$ cat src/rtl/bram_port_arbiter.sv
// bram_port_arbiter: shares one simple-dual-port BRAM (one write port, one
// registered read port with 1-cycle latency) between two requesters.
// The read port and the write port are arbitrated independently. When both
// requesters want the same port, a single shared round-robin pointer picks
// the winner.
//
// Optional feature: define BRAM_ARB_CLEAR_EN to sweep the whole BRAM with
// CLEAR_VALUE after every reset. busy is high and no grants are issued
// during the sweep.
//
// Ports:
//   clk, rst                  clock, asynchronous active-high reset
//   reqN_valid/write/addr/wdata  request from requester N (N = 0, 1)
//   reqN_ready                request N accepted this cycle (combinational)
//   rspN_valid/data           read response, one cycle after the read grant
//   busy                      clear sweep in progress
//   bram_write_*              BRAM write port (driven combinationally)
//   bram_read_addr            BRAM read address (driven combinationally)
//   bram_read_data            BRAM registered read data
module bram_port_arbiter #(
  parameter int unsigned ADDR_WIDTH = 12,
  parameter int unsigned DATA_WIDTH = 16,
  parameter logic [DATA_WIDTH-1:0] CLEAR_VALUE = '0
) (
  input  logic                  clk,
  input  logic                  rst,
  input  logic                  req0_valid,
  output logic                  req0_ready,
  input  logic                  req0_write,
  input  logic [ADDR_WIDTH-1:0] req0_addr,
  input  logic [DATA_WIDTH-1:0] req0_wdata,
  output logic                  rsp0_valid,
  output logic [DATA_WIDTH-1:0] rsp0_data,
  input  logic                  req1_valid,
  output logic                  req1_ready,
  input  logic                  req1_write,
  input  logic [ADDR_WIDTH-1:0] req1_addr,
  input  logic [DATA_WIDTH-1:0] req1_wdata,
  output logic                  rsp1_valid,
  output logic [DATA_WIDTH-1:0] rsp1_data,
  output logic                  busy,
  output logic [ADDR_WIDTH-1:0] bram_write_addr,
  output logic [DATA_WIDTH-1:0] bram_write_data,
  output logic                  bram_write_enable,
  output logic [ADDR_WIDTH-1:0] bram_read_addr,
  input  logic [DATA_WIDTH-1:0] bram_read_data
);

  logic                  run;         // grants permitted this cycle
  logic                  sweep_we;    // clear sweep owns the write port
  logic [ADDR_WIDTH-1:0] sweep_addr;
  logic [DATA_WIDTH-1:0] sweep_data;

`ifdef BRAM_ARB_CLEAR_EN
  typedef enum logic {ST_CLEAR, ST_RUN} state_t;

  state_t                state;
  logic [ADDR_WIDTH-1:0] clear_addr;

  // Clear sweep: one word per cycle, then hand the BRAM to the requesters
  always_ff @(posedge clk or posedge rst) begin
    if (rst) begin
      state      <= ST_CLEAR;
      clear_addr <= '0;
    end else if (state == ST_CLEAR) begin
      clear_addr <= clear_addr + 1'b1;
      if (clear_addr == '1) state <= ST_RUN;
    end
  end

  assign busy       = (state == ST_CLEAR);
  assign run        = !rst && (state == ST_RUN);
  assign sweep_we   = !rst && (state == ST_CLEAR);
  assign sweep_addr = clear_addr;
`else
  assign busy       = 1'b0;
  assign run        = !rst;
  assign sweep_we   = 1'b0;
  assign sweep_addr = '0;
`endif

  assign sweep_data = CLEAR_VALUE;

  logic                  rr_ptr;      // 0: req0 wins the next conflict
  logic [ADDR_WIDTH-1:0] wr_addr_q;
  logic [DATA_WIDTH-1:0] wr_data_q;
  logic [ADDR_WIDTH-1:0] rd_addr_q;
  logic want_w0, want_w1, want_r0, want_r1;
  logic gnt_w0, gnt_w1, gnt_r0, gnt_r1;
  logic conflict;

  // Per-port arbitration; a requester only ever wants one port at a time
  always_comb begin
    want_w0  = req0_valid &&  req0_write;
    want_r0  = req0_valid && !req0_write;
    want_w1  = req1_valid &&  req1_write;
    want_r1  = req1_valid && !req1_write;
    conflict = (want_w0 && want_w1) || (want_r0 && want_r1);
    gnt_w0   = run && want_w0 && (!want_w1 || !rr_ptr);
    gnt_w1   = run && want_w1 && (!want_w0 ||  rr_ptr);
    gnt_r0   = run && want_r0 && (!want_r1 || !rr_ptr);
    gnt_r1   = run && want_r1 && (!want_r0 ||  rr_ptr);
  end

  assign req0_ready = gnt_w0 || gnt_r0;
  assign req1_ready = gnt_w1 || gnt_r1;

  // Write port mux; address/data hold their last value when idle
  always_comb begin
    bram_write_enable = 1'b0;
    bram_write_addr   = wr_addr_q;
    bram_write_data   = wr_data_q;
    if (sweep_we) begin
      bram_write_enable = 1'b1;
      bram_write_addr   = sweep_addr;
      bram_write_data   = sweep_data;
    end else if (gnt_w0) begin
      bram_write_enable = 1'b1;
      bram_write_addr   = req0_addr;
      bram_write_data   = req0_wdata;
    end else if (gnt_w1) begin
      bram_write_enable = 1'b1;
      bram_write_addr   = req1_addr;
      bram_write_data   = req1_wdata;
    end
  end

  // Read port mux; address holds when no read is granted
  always_comb begin
    bram_read_addr = rd_addr_q;
    if (gnt_r0)      bram_read_addr = req0_addr;
    else if (gnt_r1) bram_read_addr = req1_addr;
  end

  // Responses share the BRAM data; only the valid flags are steered
  assign rsp0_data = bram_read_data;
  assign rsp1_data = bram_read_data;

  // Hold registers, response flags, and round-robin pointer
  always_ff @(posedge clk or posedge rst) begin
    if (rst) begin
      rr_ptr     <= 1'b0;
      wr_addr_q  <= '0;
      wr_data_q  <= '0;
      rd_addr_q  <= '0;
      rsp0_valid <= 1'b0;
      rsp1_valid <= 1'b0;
    end else begin
      if (bram_write_enable) begin
        wr_addr_q <= bram_write_addr;
        wr_data_q <= bram_write_data;
      end
      rd_addr_q  <= bram_read_addr;
      rsp0_valid <= gnt_r0;
      rsp1_valid <= gnt_r1;
      // Whoever lost this conflict is favoured at the next one
      if (run && conflict) rr_ptr <= ~rr_ptr;
    end
  end

endmodule

$ cat config.mk
export PLATFORM = sky130hd
export DESIGN_NAME = bram_port_arbiter
export DESIGN_NICKNAME = d
export VERILOG_FILES = /design/src/rtl/bram_port_arbiter.sv
export SDC_FILE = /design/constraint.sdc
export NUM_CORES = 1
export LEC_CHECK = 0
export CAP_MARGIN = 20
export CORE_MARGIN = 2
export CORE_UTILIZATION = 42
export CTS_CLUSTER_SIZE = 24
export DETAILED_ROUTE_END_ITERATION = 6
export GPL_TIMING_DRIVEN = 0
export PLACE_DENSITY = 0.83
export RECOVER_POWER = 25
export SYNTH_ARGS = -nofsm -noshare
export SYNTH_HDL_FRONTEND = slang
export SYNTH_SLANG_ARGS = --single-unit
$ cat constraint.sdc
create_clock -name clk -period 6.56 [get_ports clk]
set_input_delay 0.656 -clock clk [delete_from_list [all_inputs] [get_ports clk]]
set_output_delay 0.656 -clock clk [all_outputs]
set_load 0.005 [all_outputs]
======== Word level (Yosys, flattened, before mapping) ========
Cells that the tools add are included.
storage, ports and cells
  logic and storage cells ................. 45
  bits in registers ....................... 43
  input port bits ......................... 78
  output and inout bits ................... 78
cells by class
  reduce and logical (&&, ||, !) cells .... 30
  bitwise logic cells ..................... 1
  muxes and demuxes ....................... 8
operators by type and width
  cell                count
  12-bit two-way mux  4
  16-bit two-way mux  2
  1-bit logical AND   15
  1-bit zero test     8
  1-bit logical OR    7
  1-bit two-way mux   2
  1-bit NOT           1

======== Logic depth before layout (Yosys ltp) ========
  depth after elaboration ................. 7
  gate-level depth with buffers ........... 5
  depth with buffers taken out ............ 3

======== Worst setup path after synthesis ========
OpenSTA, ideal clock, no wires.
  path type ............................... input -> output
  start ................................... input rst
  end ..................................... output bram_write_addr[2]
  buffers on the path ..................... 1
  required time ........................... 5.904 ns
  arrival time ............................ 2.861 ns
  cell stages on the path ................. 4
  setup slack ............................. 3.043 ns
  cell sequence ........................... inv_1 -> clkbuf_1 -> a21boi_0 -> a221o_1
between the ends
  word-level cells in the longest chain between the ends .. 5
  elaborated cells between the ends (all ways) .. 7
ends and longest elaborated chain
  item                                  RTL line  source
  start, declared                       26        input logic rst,
  1-bit zero test (no source line) (*)  --
  1-bit logical AND (2 in series)       100       gnt_w1 = run && want_w1 && (!want_w0 || rr_ptr);
  12-bit two-way mux                    121       end else if (gnt_w1) begin
  12-bit two-way mux (*)                117       end else if (gnt_w0) begin
  end, declared                         42        output logic [ADDR_WIDTH-1:0] bram_write_addr,
Every way passes the cells marked *; elsewhere a longest branch is shown, timed or not.

======== Final worst setup path ========
Same ends and word-level chain as after synthesis.

==> metrics.txt <==
outcome=finished, final reports clean; final worst path period share=63.9%; sequential power share=34.9%; Worst Path Required=5.90 ns; Post-Synthesis Cells=256; Yosys reg bits=43; first-pass GRT wire length=13400 um; antenna diode count=0; WL/cell=17.6 um; DIE WIDTH=85.0 um; Final Hold Fails=0; Via-to-Cell Ratio=5.80; Post-CTS Hold Fix Bufs=0; core area=6350 um2; Mean Syn Cell Area=10.8 um2; initial antenna violation count=0; final instance area=4370 um2; clock power share=22.6%; Leak=1.86 nW; Die ar.=7220 um2; die height=85.0 um; Num CTS Buffers=5; Netlist Area Pre-Place=2760 um2; Sw Ratio=27.9%; Longest Clk Path Bufs=2; I/O Pins=156; combinational power share=42.5%; max_slew headroom=7.47%; CTS root buf=clkbuf_8; final hold slack=0.565 ns; CP endpoint kind=output port; Max rail drop VDD=136 uV; post-DP HPWL=6190 um; Switch Pwr=0.000270 W; Worst-Margin Slew=1.39 ns; I/O Buffers=138; number of nets in the layout=480; crit path DAT=3.54 ns; prevailing post-synth register cell=dfrtp_1; placed cell area=4250 um2; worst-skew pair later-pin latency=0.31 ns; drt drc=0; Syn Nets=334; startpoint types=primary input; Fmax=239 MHz; library cells used by synthesis=30; Crit Path Max Fanout=28; gr usage total=23.1%; Final Setup Violations=0; maxcap violations=0; RSZ-0062 raised after global routing=no; WHS Path Cells=2; synth warn=0; max-slew violation count=0; antenna-violating nets left=0; total power draw=0.000970 W; post-cts repair resize count=0; Post-synth EDFFs=0; grt ovf=0; CTS sink cnt=43; First-pass DRT Iterations=4; Post-CTS Setup Bufs=0; initial core utilization=43.4%; Hold Crit Class=flip-flop to flip-flop; post-synthesis sequential area ratio=39.1%; H-tree depth=2; Setup TNS Final=0 ns; DR vias=2783; row count=29; pin count of the biggest net entering global routing=29; layout cells sized above 1=16.4%; GPL Wtd Cong=0.781; first-iteration detailed-routing DRC count=143; Int Pwr=0.000700 W; Pwr Density=222 nW/um2; Area Growth Syn to Fin=58.6%; Clock transition at path regs=0.08 ns; cells on worst reg2reg path=4; clock skew=0.00528 ns; CTS tree=built; Async SR Flop Fraction=100%; kind of critical path=primary input to output port; final worst path period need=4.19 ns; total wire length=8460 um; vias in the first global route=2792
-- registers in the layout, indices dropped and copies added, names as in the netlist --
register and flops:
rd_addr_q 12, rr_ptr 1, wr_data_q 16, rsp1_valid 1, wr_addr_q 12, rsp0_valid 1
-- worst paths after layout --
| kind | from | to | slack, ns |
|---|---|---|---|
| worst min-delay path | rd_addr_q[1] | rd_addr_q[1] | 0.57 |
| max in group asynchronous | rst | wr_data_q[11] | 4.36 |
| worst max register to register | rr_ptr | rd_addr_q[3] | 4.76 |
| worst min register to register | rd_addr_q[1] | rd_addr_q[1] | 0.57 |
| min in group asynchronous | rst | wr_addr_q[9] | 1.38 |
| worst max-delay path | rst | bram_write_addr[2] | 2.37 |
-- layout make-up --
| cell class | instances | area [um2] |
|---|---|---|
| Buffer | 60 | 390 |
| Clock inverter | 2 | 35.0 |
| Clock buffer | 6 | 82.6 |
| Timing Repair Buffer | 139 | 1400 |
| Inverter | 14 | 52.6 |
| Fill cell | 504 | 1980 |
| Multi-Input combinational cell | 139 | 1240 |
| Tap cell | 77 | 96.3 |
| Sequential cell | 43 | 1080 |
-- power groups by stage --
stage	Sequential (W)	Combinational [W]	Clock [W]
after floorplan	0.000338	0.000196	0
after global placement	0.000341	0.000402	0
after detailed placement	0.000343	0.000411	0
after CTS	0.000338	0.000415	0.000220
after global routing	0.000343	0.000444	0.000231
final	0.000338	0.000413	0.000219
-- cells in the mapped netlist (all sizes together) (2+ instances only) --
cell type   n  share of area [%]
o21ai      12                2.2
nand3       2               0.36
xnor2       2               0.64
a21boi     28                7.6
or3b        2               0.64
inv        14                1.9
a221o      56                 20
clkbuf     12                1.6
or2         2               0.45
a2bb2oi    12                5.4
dfrtp      43                 39
buf        48                 13
o32a       12                4.4
-- worst max-delay path: stages --
cell	delay, ns
dlygate4sd3_1	0.58
inv_1	0.11
clkbuf_1	1.02
buf_12	0.29
a21boi_0	0.13
a221o_1	0.28
clkdlybuf4s50_1	0.45
-- metal layers --
metal	up-vias	wire length, um	track usage (%)
li1	1274	-	-
met1	1354	3480	29.1
met2	140	4050	38.2
met3	15	753	5.74
met4	0	177	8.95
met5	-	0	0
-- placed cells by master, fill, tap and decap left out, types with 8 or more instances in the layout --
master and instances:
buf_4 33, buf_2 12, o32a_1 12, dfrtp_1 43, a21boi_0 20, inv_1 14
o21ai_0 11, a221o_1 56, clkdlybuf4s50_1 136, clkbuf_1 12, a21boi_1 8
-- metrics by stage --
stage | utilization, % | setup slack [ns] | cells
6_report | 68.8 | 2.37 | 480
5_1_grt | 68.8 | 2.05 | 480
4_1_cts | 68.8 | 2.92 | 480
3_5_place_dp | 67.0 | 2.94 | 472
3_3_place_gp | 66.7 | 1.43 | 471
2_1_floorplan | - | 3.04 | 256
-- logic make-up after synthesis --
family                    synth area share, %
and+or+nand+nor                          3.45
other                                   0.136
AOI/OAI and AO/OA                        40.6
xor gates and xnor gates                0.636
buffers and inverters                    16.1
DFF                                      39.1
Power figures use the tool's default switching activity.
